`src/rtl/ap_ctrl_txn_profiler.sv`:
```
// Transaction profiler for an ap_ctrl_hs / ap_ctrl_chain handshake.
// Timestamps each accepted start, pairs it with the matching done in
// order, and streams (start, latency, interval) records through a FIFO.
//
// state    | meaning
// ---------+-----------------------------------------------------------
// ST_RUN   | observing start/done events and producing records
// ST_DRAIN | finish seen; events ignored, queued records drain out
// ST_DONE  | run complete and record FIFO empty (terminal until reset)
module ap_ctrl_txn_profiler #(
    parameter int CNT_W     = 32,
    parameter int OST_DEPTH = 4,
    parameter int REC_DEPTH = 8
) (
    input  logic             clock,
    input  logic             reset,
    input  logic             ap_start,
    input  logic             ap_ready,
    input  logic             ap_done,
    input  logic             ap_continue,
    input  logic             finish,
    output logic             rec_valid,
    input  logic             rec_ready,
    output logic [CNT_W-1:0] rec_start_ts,
    output logic [CNT_W-1:0] rec_latency,
    output logic [CNT_W-1:0] rec_interval,
    output logic [15:0]      txn_count,
    output logic [15:0]      drop_count,
    output logic             proto_err,
    output logic             all_done
);

    localparam int OST_AW = $clog2(OST_DEPTH);
    localparam int REC_AW = $clog2(REC_DEPTH);
    localparam logic [OST_AW:0] OST_FULL = OST_DEPTH[OST_AW:0];
    localparam logic [REC_AW:0] REC_FULL = REC_DEPTH[REC_AW:0];

    typedef enum logic [1:0] {ST_RUN, ST_DRAIN, ST_DONE} state_t;
    state_t state, state_nxt;

    logic [CNT_W-1:0]  now;
    logic              arm;

    logic [CNT_W-1:0]  ost_mem [OST_DEPTH];
    logic [OST_AW-1:0] ost_wr, ost_rd;
    logic [OST_AW:0]   ost_cnt;

    logic              pend_valid;
    logic [CNT_W-1:0]  pend_start, pend_lat;

    logic [CNT_W-1:0]  st_mem  [REC_DEPTH];
    logic [CNT_W-1:0]  lat_mem [REC_DEPTH];
    logic [CNT_W-1:0]  itv_mem [REC_DEPTH];
    logic [REC_AW-1:0] rec_wr, rec_rd;
    logic [REC_AW:0]   rec_cnt;

    logic              have_ref;
    logic [CNT_W-1:0]  last_start;

    logic start_ev, done_ev, ost_push, ost_pop, ost_full, ost_empty;
    logic rec_full, rec_rd_fire, rec_wr_en, rec_drop;
    logic [CNT_W-1:0] pend_itv;

    // Events only count while running; a done cannot be satisfied by a same-cycle start.
    assign start_ev  = (state == ST_RUN) && ap_start && arm;
    assign done_ev   = (state == ST_RUN) && ap_done && ap_continue;
    assign ost_full  = (ost_cnt == OST_FULL);
    assign ost_empty = (ost_cnt == '0);
    assign ost_push  = start_ev && !ost_full;
    assign ost_pop   = done_ev && !ost_empty;

    // A full FIFO still accepts a write when a read frees a slot in the same cycle.
    assign rec_valid   = (rec_cnt != '0);
    assign rec_full    = (rec_cnt == REC_FULL);
    assign rec_rd_fire = rec_valid && rec_ready;
    assign rec_wr_en   = pend_valid && (!rec_full || rec_rd_fire);
    assign rec_drop    = pend_valid && !rec_wr_en;
    assign pend_itv    = have_ref ? (pend_start - last_start) : '0;

    assign rec_start_ts = rec_valid ? st_mem[rec_rd]  : '0;
    assign rec_latency  = rec_valid ? lat_mem[rec_rd] : '0;
    assign rec_interval = rec_valid ? itv_mem[rec_rd] : '0;
    assign all_done     = (state == ST_DONE);

    // Timestamp counter, arm flag, outstanding queue and pending-record stage.
    always_ff @(posedge clock or negedge reset) begin
        if (!reset) begin
            now        <= '0;
            arm        <= 1'b1;
            ost_wr     <= '0;
            ost_rd     <= '0;
            ost_cnt    <= '0;
            pend_valid <= 1'b0;
            pend_start <= '0;
            pend_lat   <= '0;
            proto_err  <= 1'b0;
        end else begin
            now <= now + 1'b1;
            if (ap_ready)
                arm <= 1'b1;
            else if (start_ev)
                arm <= 1'b0;
            if (ost_push)
                ost_wr <= ost_wr + 1'b1;
            if (ost_pop)
                ost_rd <= ost_rd + 1'b1;
            ost_cnt <= ost_cnt + {{OST_AW{1'b0}}, ost_push} - {{OST_AW{1'b0}}, ost_pop};
            pend_valid <= ost_pop;
            if (ost_pop) begin
                pend_start <= ost_mem[ost_rd];
                pend_lat   <= now - ost_mem[ost_rd];
            end
            if ((start_ev && ost_full) || (done_ev && ost_empty))
                proto_err <= 1'b1;
        end
    end

    // Outstanding-start storage.
    always_ff @(posedge clock) begin
        if (ost_push)
            ost_mem[ost_wr] <= now;
    end

    // Record FIFO pointers, interval reference and saturating counters.
    always_ff @(posedge clock or negedge reset) begin
        if (!reset) begin
            rec_wr     <= '0;
            rec_rd     <= '0;
            rec_cnt    <= '0;
            have_ref   <= 1'b0;
            last_start <= '0;
            txn_count  <= '0;
            drop_count <= '0;
        end else begin
            if (rec_wr_en) begin
                rec_wr     <= rec_wr + 1'b1;
                have_ref   <= 1'b1;
                last_start <= pend_start;
                if (txn_count != 16'hFFFF)
                    txn_count <= txn_count + 16'd1;
            end
            if (rec_drop && drop_count != 16'hFFFF)
                drop_count <= drop_count + 16'd1;
            if (rec_rd_fire)
                rec_rd <= rec_rd + 1'b1;
            rec_cnt <= rec_cnt + {{REC_AW{1'b0}}, rec_wr_en} - {{REC_AW{1'b0}}, rec_rd_fire};
        end
    end

    // Record FIFO storage.
    always_ff @(posedge clock) begin
        if (rec_wr_en) begin
            st_mem[rec_wr]  <= pend_start;
            lat_mem[rec_wr] <= pend_lat;
            itv_mem[rec_wr] <= pend_itv;
        end
    end

    // State register.
    always_ff @(posedge clock or negedge reset) begin
        if (!reset)
            state <= ST_RUN;
        else
            state <= state_nxt;
    end

    // Next-state: drain completes once nothing is stored or about to be written.
    always_comb begin
        state_nxt = state;
        case (state)
            ST_RUN:   if (finish) state_nxt = ST_DRAIN;
            ST_DRAIN: if (rec_cnt == '0 && !pend_valid) state_nxt = ST_DONE;
            ST_DONE:  state_nxt = ST_DONE;
            default:  state_nxt = ST_RUN;
        endcase
    end

endmodule

```
`config.mk`:
```
export PLATFORM = sky130hd
export DESIGN_NAME = ap_ctrl_txn_profiler
export DESIGN_NICKNAME = d
export VERILOG_FILES = /design/src/rtl/ap_ctrl_txn_profiler.sv
export SDC_FILE = /design/constraint.sdc
export NUM_CORES = 1
export LEC_CHECK = 0
export CAP_MARGIN = 10
export CORE_ASPECT_RATIO = 2
export CORE_MARGIN = 5
export CORE_UTILIZATION = 55
export DETAILED_ROUTE_END_ITERATION = 6
export HOLD_SLACK_MARGIN = 0.12
export PLACE_DENSITY_LB_ADDON = 0.12
export SKIP_CTS_REPAIR_TIMING = 1
export SYNTH_ARGS = -nofsm -noshare
export SYNTH_HDL_FRONTEND = slang
export SYNTH_SLANG_ARGS = --single-unit
```
`constraint.sdc`:
```
create_clock -name clock -period 11.8 [get_ports clock]
set_input_delay 1.18 -clock clock [delete_from_list [all_inputs] [get_ports clock]]
set_output_delay 1.18 -clock clock [all_outputs]
set_load 0.1 [all_outputs]
```
# After elaboration in Yosys (flattened, before gate mapping)

Memory sizes are Yosys's and may differ from the RTL's.
Index checks and enable logic that the tools add are counted.
Widths: inputs -> output; s select.

Flip-flop bits (word level): 183
Memory bits (writable): 896
Input port bits: 8
Memories: 4

Add/sub/neg operators: 13
Equality and inequality tests: 8
Multiplexer cells: 13
Reduce and logical (&&, ||, !) cells: 27

Memory list:

| memory  | depth | bits a word | read ports | clocked after Yosys merged registers in | write ports | line | text |
|---|---|---|---|---|---|---|---|
| itv_mem | 8     | 32          | 1          | 0                                       | 1           | 53   | `logic [CNT_W-1:0] itv_mem [REC_DEPTH];` |
| lat_mem | 8     | 32          | 1          | 0                                       | 1           | 52   | `logic [CNT_W-1:0] lat_mem [REC_DEPTH];` |
| st_mem  | 8     | 32          | 1          | 0                                       | 1           | 51   | `logic [CNT_W-1:0] st_mem [REC_DEPTH];` |
| ost_mem | 4     | 32          | 1          | 0                                       | 1           | 44   | `logic [CNT_W-1:0] ost_mem [OST_DEPTH];` |

Operators by type and width:

| cell                  | count |
|---|---|
| $mux 32               | 4 |
| $sub 32x32->32        | 2 |
| $add 16x1->16 const B | 2 |
| $add 32x1->32 const B | 1 |
| $ne 16x16->1 const B  | 2 |
| $logic_and 1x1->1     | 13 |
| $add 3x1->3 const B   | 2 |
| $mux 1                | 6 |
| $pmux 2 s3            | 1 |
| $logic_not 1->1       | 5 |
| $add 2x1->2 const B   | 2 |
| $add 4x1->4           | 1 |
| $eq 4x4->1 const B    | 1 |
| $logic_not 4->1       | 1 |
| $mux 2                | 2 |
| $ne 2x2->1 const B    | 2 |
| $reduce_and 2->1      | 2 |
| $reduce_bool 4->1     | 1 |
| $sub 4x1->4           | 1 |
| $add 3x1->3           | 1 |
| $eq 3x3->1 const B    | 1 |
| $logic_not 3->1       | 1 |
| $sub 3x1->3           | 1 |
| $eq 2x1->1 const B    | 1 |
| other kinds (4)       | 5 |

# Depth between registers and ports, before layout

Gate-level depths: netlist of the first run.

Depth after elaboration: 7
Depth in mapped cells: 13
Mapped depth without buffers: 12

# Least setup slack after synthesis of the first run

No wires, ideal clock.

Path kind: input -> register
From: in rec_ready
To: mem itv_mem[1][0] (enable)
Data arrival time: 11.337 ns
Path slack: -0.357 ns
Stages on the path: 4
Cells stage by stage: nand2b_1 nand3_1 nand2_1 nor4b_1

Cells in the longest elaborated chain, start to end: 5

Ends and longest elaborated chain:

| element                      | line | text |
|---|---|---|
| start: declaration           | 23   | `input logic rec_ready,` |
| $logic_and 1x1->1            | 75   | `assign rec_rd_fire = rec_valid && rec_ready;` |
| $logic_or 1x1->1             | 76   | `assign rec_wr_en = pend_valid && (!rec_full \|\| rec_rd_fire);` |
| $logic_and 1x1->1            | 76   |  |
| $mux 1                       | 152  | `if (rec_wr_en) begin` |
| $mux 1 (implied by the code) | 155  | `itv_mem[rec_wr] <= pend_itv;` |
| end: declaration             | 53   |  |

No other way between the ends.

# Worst setup path in the final report of the first run

From: reg rec_rd[0]
To: out rec_latency[3]

Cells in the longest elaborated chain, start to end: 2

Ends and longest elaborated chain:

| element                  | line | text |
|---|---|---|
| start: declaration       | 54   | `logic [REC_AW-1:0] rec_wr, rec_rd;` |
| start signal: assignment | 145  | `rec_rd <= rec_rd + 1'b1;` |
| $mem_v2 8x32             | n/a  |  |
| $mux 32                  | 81   | `assign rec_latency = rec_valid ? lat_mem[rec_rd] : '0;` |
| end: declaration         | 25   | `output logic [CNT_W-1:0] rec_latency,` |

No other way between the ends.

==> metrics.md, run 1 <==
| Metric | Value |
|---|---|
| Status | completed |
| Initial core utilization | 0.552 |
| Tot GR Track Use | 0.238 |
| WP data arrival | 5.42 ns |
| Post-synthesis sequential area ratio | 0.704 |
| Slowest Stage Delay on Critical Path | between 1 and 1.5 ns |
| RSZ-0062 raised after global routing | false |
| R2r endpoint | pend_lat[24]$_DFFE_PN0P_ |
| Cells after Synth | approximately 2,700 |
| Worst slack at placement | between 5 and 6 ns |
| Clock tree sinks | ~1,100 |
| Post-synth EDFFs | approximately 900 |
| Post-synthesis simple-gate area fraction | 0.0534 |
| Mux contribution to synthesized area | 0.136 |
| Compound-Gate Fraction of Synth Area | 0.0411 |
| Pre-antenna DRT Iters | 7 |
| Tightest Pin Transition | about 1.1 ns |
| Initial antenna violation count | 1 |
| Clk_lat worst skew | around 0.68 ns |
| Max frequency | approximately 150 MHz |
| Slew headroom | 0.277 |
| CP Cell Sequence | buf_12 -> buf_4 -> mux4_2 -> mux2i_1 -> nor2_1 -> clkdlybuf4s50_1 |
| First-pass GRT wire length | 156,000 µm |
| Final Hold Viols | 0 |
| Family with the most delay on the worst path | buffers and inverters |
| TritonCTS clock tree | built |
| GPL Wtd Cong | between 0.8 and 0.9 |
| WS Path Type | register to primary output |
| Worst EP required | roughly 11 ns |
| DR iter-0 viols | around 1,600 |
| Buf/Inv on CP | 3 |
| Layout area overhead | 12.8% |
| I/O Pins | 139 |
| Hold Crit Class | register to register |
| Post-synthesis cell type count | 70 |
| NumNets Final | ~2,900 |
| Setup crit start kind | register |
| Ranking of synthesized cells by area | edfxtp_1 60%, mux4_2 11%, dfrtp_1 10%, ha_1 2.3%, mux2i_1 2.3% |
| Die footprint | between 80,000 and 90,000 µm² |
| HPWL after DPL | 64,100 µm |
| Vias in the first global route | approximately 25,000 |
| Net Count, Synth | ~2,700 |
| Period utilization | 0.559 |
| Synth Area in XOR/XNOR | 0.0219 |
| CP endpoint kind | primary output |
| Share of the synthesized area in the top cell type | 0.601 |
| Asr flop ratio synth | 0.170 |
| Synth warn | 0 |
| Most frequent cell after synthesis | edfxtp_1 |
| Worst Hold Launch | proto_err$_DFFE_PN0P_ |
| Drt via density | between 6 and 7 |
| Port Buffer Count | 138 |
| Die Span X | 212 µm |
| Core area | 81,100 µm² |
| Overflow after GRT | 0 |
| Max-cap viol count | 0 |
| Row Count | between 100 and 150 |
| Die Height | 413 µm |
| Share of layout cells above drive strength 1 | 0.155 |
| Clock Skews | roughly 0.016 ns |
| Reg clk slew, reported paths | around 0.07 ns |
| CTS max path bufs | 3 |
| Via count | around 24,000 |
| Largest net degree at the start of global routing | about 110 |
| Reg2reg path depth | 11 |
| Crit Path Max Fanout | between 100 and 150 |
| Worst setup slack after layout | between 5 and 6 ns |
| CP Depth | 6 |
| Worst reg2reg path startpoint | ost_rd[0]$_DFFE_PN0P_ |
| Root Buffer | clkbuf_16 |
| Max-slew violation count | 0 |
| Largest family of logic cells by synthesized area | multiplexers |
| Synthesized area | 44,800 µm² |
| H-Tree Level Count | 3 |
| Syn Area/Cell | roughly 17 µm² |
| Post-Synth Adder-Cell Area | 0.0250 |
| Final setup viols | 0 |
| Post-DRT Antenna Nets | 0 |
| Hold endpoint | proto_err$_DFFE_PN0P_ |
| Synth cell count leaders | 896 x edfxtp_1, 224 x mux4_2, 204 x nand2_1 |
| Number of synthesized register bits | 1,079 |
| Hold Path Stages | 1 |
| DR WL/cell | approximately 26 µm |
| Final TNS setup | 0 ns |
| Period minus WS final | between 6 and 7 ns |
| Post-synth top flop | edfxtp_1 |
| Slowest-stage cell, CP | dfrtp_4 |
| Synth area leader | edfxtp_1 |
| Drt total wl | between 100,000 and 150,000 µm |
| Worst R2R Setup Slack | roughly 7.3 ns |
| Number of buffers created by CTS | 89 |
| DRC | 0 |
[registers in the layout, indices dropped and copies added, names as in the netlist]
name,count
arm,1
drop_count,16
have_ref,1
itv_mem,256
last_start,32
lat_mem,256
now,32
ost_cnt,3
ost_mem,128
ost_rd,2
ost_wr,2
pend_lat,32
pend_start,32
pend_valid,1
proto_err,1
rec_cnt,4
rec_rd,3
rec_wr,3
st_mem,256
state,2
txn_count,16
[layout make-up]
type                            instances  area (µm²)
Sequential cell                      1079       31500
Fill cell                            5946       30600
Multi-Input combinational cell       1364       12500
Clock buffer                          119        2460
Timing Repair Buffer                  181        1720
Tap cell                             1050        1310
Clock inverter                         47         632
Inverter                              100         375
Antenna cell                            1        2.50
[layer usage]
metal | global-route usage | wire length (µm)
met1 | 0.299 | 39300
met2 | 0.434 | 55900
met3 | 0.0305 | 4260
met4 | 0.0660 | 2600
met5 | 0 | 0
[worst reg2reg max path, cell delays in order, from the launching register on]
cell and delay [ns]:
dfrtp_2 0.37, buf_4 0.55, mux4_2 0.74, ha_1 0.24
fa_1 0.40, nand2b_1 0.20, a211oi_1 0.50, o21ai_1 0.28
a211oi_1 0.26, nor3_1 0.08, xor2_1 0.56, o21ai_0 0.17
[worst max path at each step]
stage	startpoint	to	slack, ns
finish	rec_rd[0]$_DFFE_PN0N_	rec_latency[3]	5.20
CTS	rec_rd[0]$_DFFE_PN0N_	rec_latency[16]	5.01
floorplan	rec_ready	itv_mem[1][0]$_DFFE_PP_	-0.36
global placement	rec_rd[0]$_DFFE_PN0N_	rec_latency[16]	5.78
detailed placement	rec_rd[0]$_DFFE_PN0N_	rec_latency[16]	5.75
global route	rec_rd[0]$_DFFE_PN0N_	rec_latency[16]	4.72
[through the flow]
stage	cell area (µm²)	instances	hold slack, ns	utilization
floorplan	44800	2654	0.454	-
global placement	47400	3774	0.469	0.584
detailed placement	47400	3774	0.461	0.584
CTS	50500	3940	0.480	0.622
global route	50500	3940	0.503	0.622
finish	50500	3941	0.476	0.622
[cells in the final DEF (no fill, tap or decap), types with 13 or more instances in the layout]
| master | n |
|---|---|
| mux4_2 | 224 |
| xor2_1 | 44 |
| bufinv_16 | 13 |
| a21o_1 | 16 |
| buf_4 | 42 |
| xnor2_1 | 68 |
| clkbuf_16 | 92 |
| clkbuf_1 | 21 |
| a21oi_1 | 70 |
| nand2b_1 | 13 |
| o21ai_0 | 124 |
| clkinv_2 | 15 |
| ha_1 | 83 |
| nand2_1 | 204 |
| nor3_1 | 22 |
| edfxtp_1 | 896 |
| clkdlybuf4s50_1 | 137 |
| nand4_1 | 30 |
| inv_1 | 99 |
| mux2i_1 | 102 |
| and3_1 | 14 |
| dfrtp_1 | 177 |
| nand3_1 | 32 |
| nor2_1 | 159 |
[kinds of logic after synthesis]
family | Yosys count
AO/OA/AOI/OAI | 306
AND/OR/NAND/NOR | 530
multiplexers | 329
adder cells (fa/ha/maj) | 87
XOR/XNOR | 112
flip-flops | 1079
buffers and inverters | 211
Power of run 1 is left out: the tool's default activity adds up to more than one toggle a clock period on the data nets, which glitch-free logic cannot reach.
==> inputs of run 2 (changes only) <==
==> constraint.sdc (replaced) <==
create_clock -name clock -period 5.55 [get_ports clock]
set_input_delay 0.555 -clock clock [delete_from_list [all_inputs] [get_ports clock]]
set_output_delay 0.555 -clock clock [all_outputs]
set_load 0.1 [all_outputs]
==> run 2 against run 1 <==
Against the previous run: global-route usage about the same; sequential share of layout area down 0.17 points; cell count up 0.13%; clock skew up 0.0051 ns; register-to-register slack worse by 5.8 ns; clock-buffer cell count unchanged; critical endpoint is now rec_start_ts[0]; worst hold slack worse by 0.043 ns; first-iteration DRC count down 3.3%; core utilization up 0.17 points; via count down 0.32%.
==> metrics.md, run 2 (synthesized netlist as in run 1, its figures left out) <==
| Metric | Value |
|---|---|
| Family with the most delay on the worst path | buffers and inverters |
| NumNets Final | between 2,000 and 3,000 |
| WS Path Type | register to primary output |
| Max-cap viol count | 0 |
| RSZ-0062 raised after global routing | false |
| Setup crit start kind | register |
| TritonCTS clock tree | built |
| FF+latch area | around 31,000 µm² |
| Slowest-stage cell, CP | clkdlybuf4s50_1 |
| I/O Pins | 139 |
| WP data arrival | about 4.0 ns |
| Tightest Pin Transition | about 1.0 ns |
| Clock tree sinks | around 1,100 |
| Crit Path Max Fanout | 34 |
| Via count | between 20,000 and 25,000 |
| Root Buffer | clkbuf_16 |
| Buf/Inv on CP | 2 |
| Die Span X | ~210 µm |
| Biggest regs | itv_mem: 256 flops, lat_mem: 256 flops, st_mem: 256 flops |
| Vias in the first global route | approximately 25,000 |
| Layout area overhead | 13.1% |
| Initial core utilization | 0.552 |
| Core area | about 80,000 µm² |
| CP endpoint kind | primary output |
| Overflow after GRT | 0 |
| First-pass GRT wire length | roughly 160,000 µm |
| Tot GR Track Use | 0.238 |
| Port Buffer Count | between 100 and 150 |
| Commonest cells after routing, fill and taps aside | 896 x edfxtp_1, 224 x mux4_2, 204 x nand2_1 |
| Max-slew violation count | 0 |
| Max frequency | approximately 220 MHz |
| Number of buffers created by CTS | 91 |
| DR iter-0 viols | about 1,600 |
| Reg clk slew, reported paths | 0.07 ns |
| N_diodes | 0 |
| CP Cell Sequence | buf_4 -> mux4_2 -> mux2i_1 -> nor2_1 -> clkdlybuf4s50_1 |
| Drt via density | ~6 |
| Period utilization | 0.820 |
| Clk_lat worst skew | a little under 0.7 ns |
| Final Hold Viols | 0 |
| Die Height | between 400 and 500 µm |
| CTS max path bufs | 3 |
| Commonest non-fill, non-tap cell in the layout | edfxtp_1 |
| GPL Wtd Cong | 0.904 |
| Period minus WS final | about 4.6 ns |
| Hold Crit Class | input port to register |
| H-Tree Level Count | 3 |
| DRC | 0 |
| Drt total wl | around 100,000 µm |
| Slew headroom | 0.306 |
| Area occupied by multi-input gates | 12,500 µm² |
| Share of layout cells above drive strength 1 | 0.154 |
| Post-DRT Antenna Nets | 0 |
| DR WL/cell | 25.9 µm |
| Pre-antenna DRT Iters | 5 |
| Slowest Stage Delay on Critical Path | between 0.9 and 1 ns |
| Clock Skews | between 0.02 and 0.025 ns |
| Status | completed |
| Die footprint | between 80,000 and 90,000 µm² |
| Hold WS | between 0.4 and 0.5 ns |
| Worst EP required | ~5.0 ns |
| HPWL after DPL | between 60,000 and 70,000 µm |
| Filler Cells Inserted | ~5,900 |
| Initial antenna violation count | 0 |
| Largest net degree at the start of global routing | 93 |
| Util after Layout | 0.624 |
| Final setup viols | 0 |
| Row Count | 148 |
[run 2: final timing paths]
| path | slack (ns) | end | cells past startpoint | from |
|---|---|---|---|---|
| setup / recovery | 1.0 | rec_start_ts[0] | 5 | rec_rd[0]$_DFFE_PN0N_ |
| hold / removal | 0.43 | arm$_DFFE_PN1P_ | 2 | ap_ready |
| setup reg to reg | 1.51 | itv_mem[7][24]$_DFFE_PP_ | 10 | pend_start[0]$_DFFE_PN0P_ |
| max in group asynchronous | 3.69 | txn_count[9]$_DFFE_PN0P_ | 3 | reset |
| min in group asynchronous | 0.46 | drop_count[2]$_DFFE_PN0P_ | 2 | reset |
| hold reg to reg | 0.48 | proto_err$_DFFE_PN0P_ | 1 | proto_err$_DFFE_PN0P_ |
[run 2: metrics by stage]
stage           TNS, ns  area [µm²]  instances  setup slack [ns]
2_1_floorplan  -1589.97       44800       2654             -3.36
3_3_place_gp          0       47600       3776              1.66
3_5_place_dp          0       47600       3776              1.58
4_1_cts               0       50600       3945             0.870
5_1_grt               0       50600       3946             0.734
6_report              0       50600       3946             0.998
[run 2: cell type report]
cell class | count | area share
Clock buffer | 119 | 0.0495
Sequential cell | 1079 | 0.622
Clock inverter | 50 | 0.00969
Inverter | 100 | 0.00741
Timing Repair Buffer | 184 | 0.0382
Multi-Input combinational cell | 1364 | 0.247
Tap cell | 1050 | 0.0260
[run 2: per-layer routing]
metal | track usage | wire length [µm] | up-vias
met5 | 0 | 0 | -
met4 | 0.0740 | 3040 | 0
li1 | - | - | 10600
met1 | 0.284 | 37900 | 12300
met3 | 0.0353 | 4260 | 161
met2 | 0.444 | 56900 | 554
[run 2: worst reg2reg max path, stage by stage, from the launching register on]
cell and delay (ns):
dfrtp_1 0.47, inv_1 0.12, ha_1 0.23, fa_1 0.38
nor2b_1 0.20, o211ai_1 0.23, a211oi_2 0.51, o21ai_0 0.38
a211oi_1 0.41, nor3_1 0.08, nor3b_1 0.71
Power of run 2 is left out for the same reason.
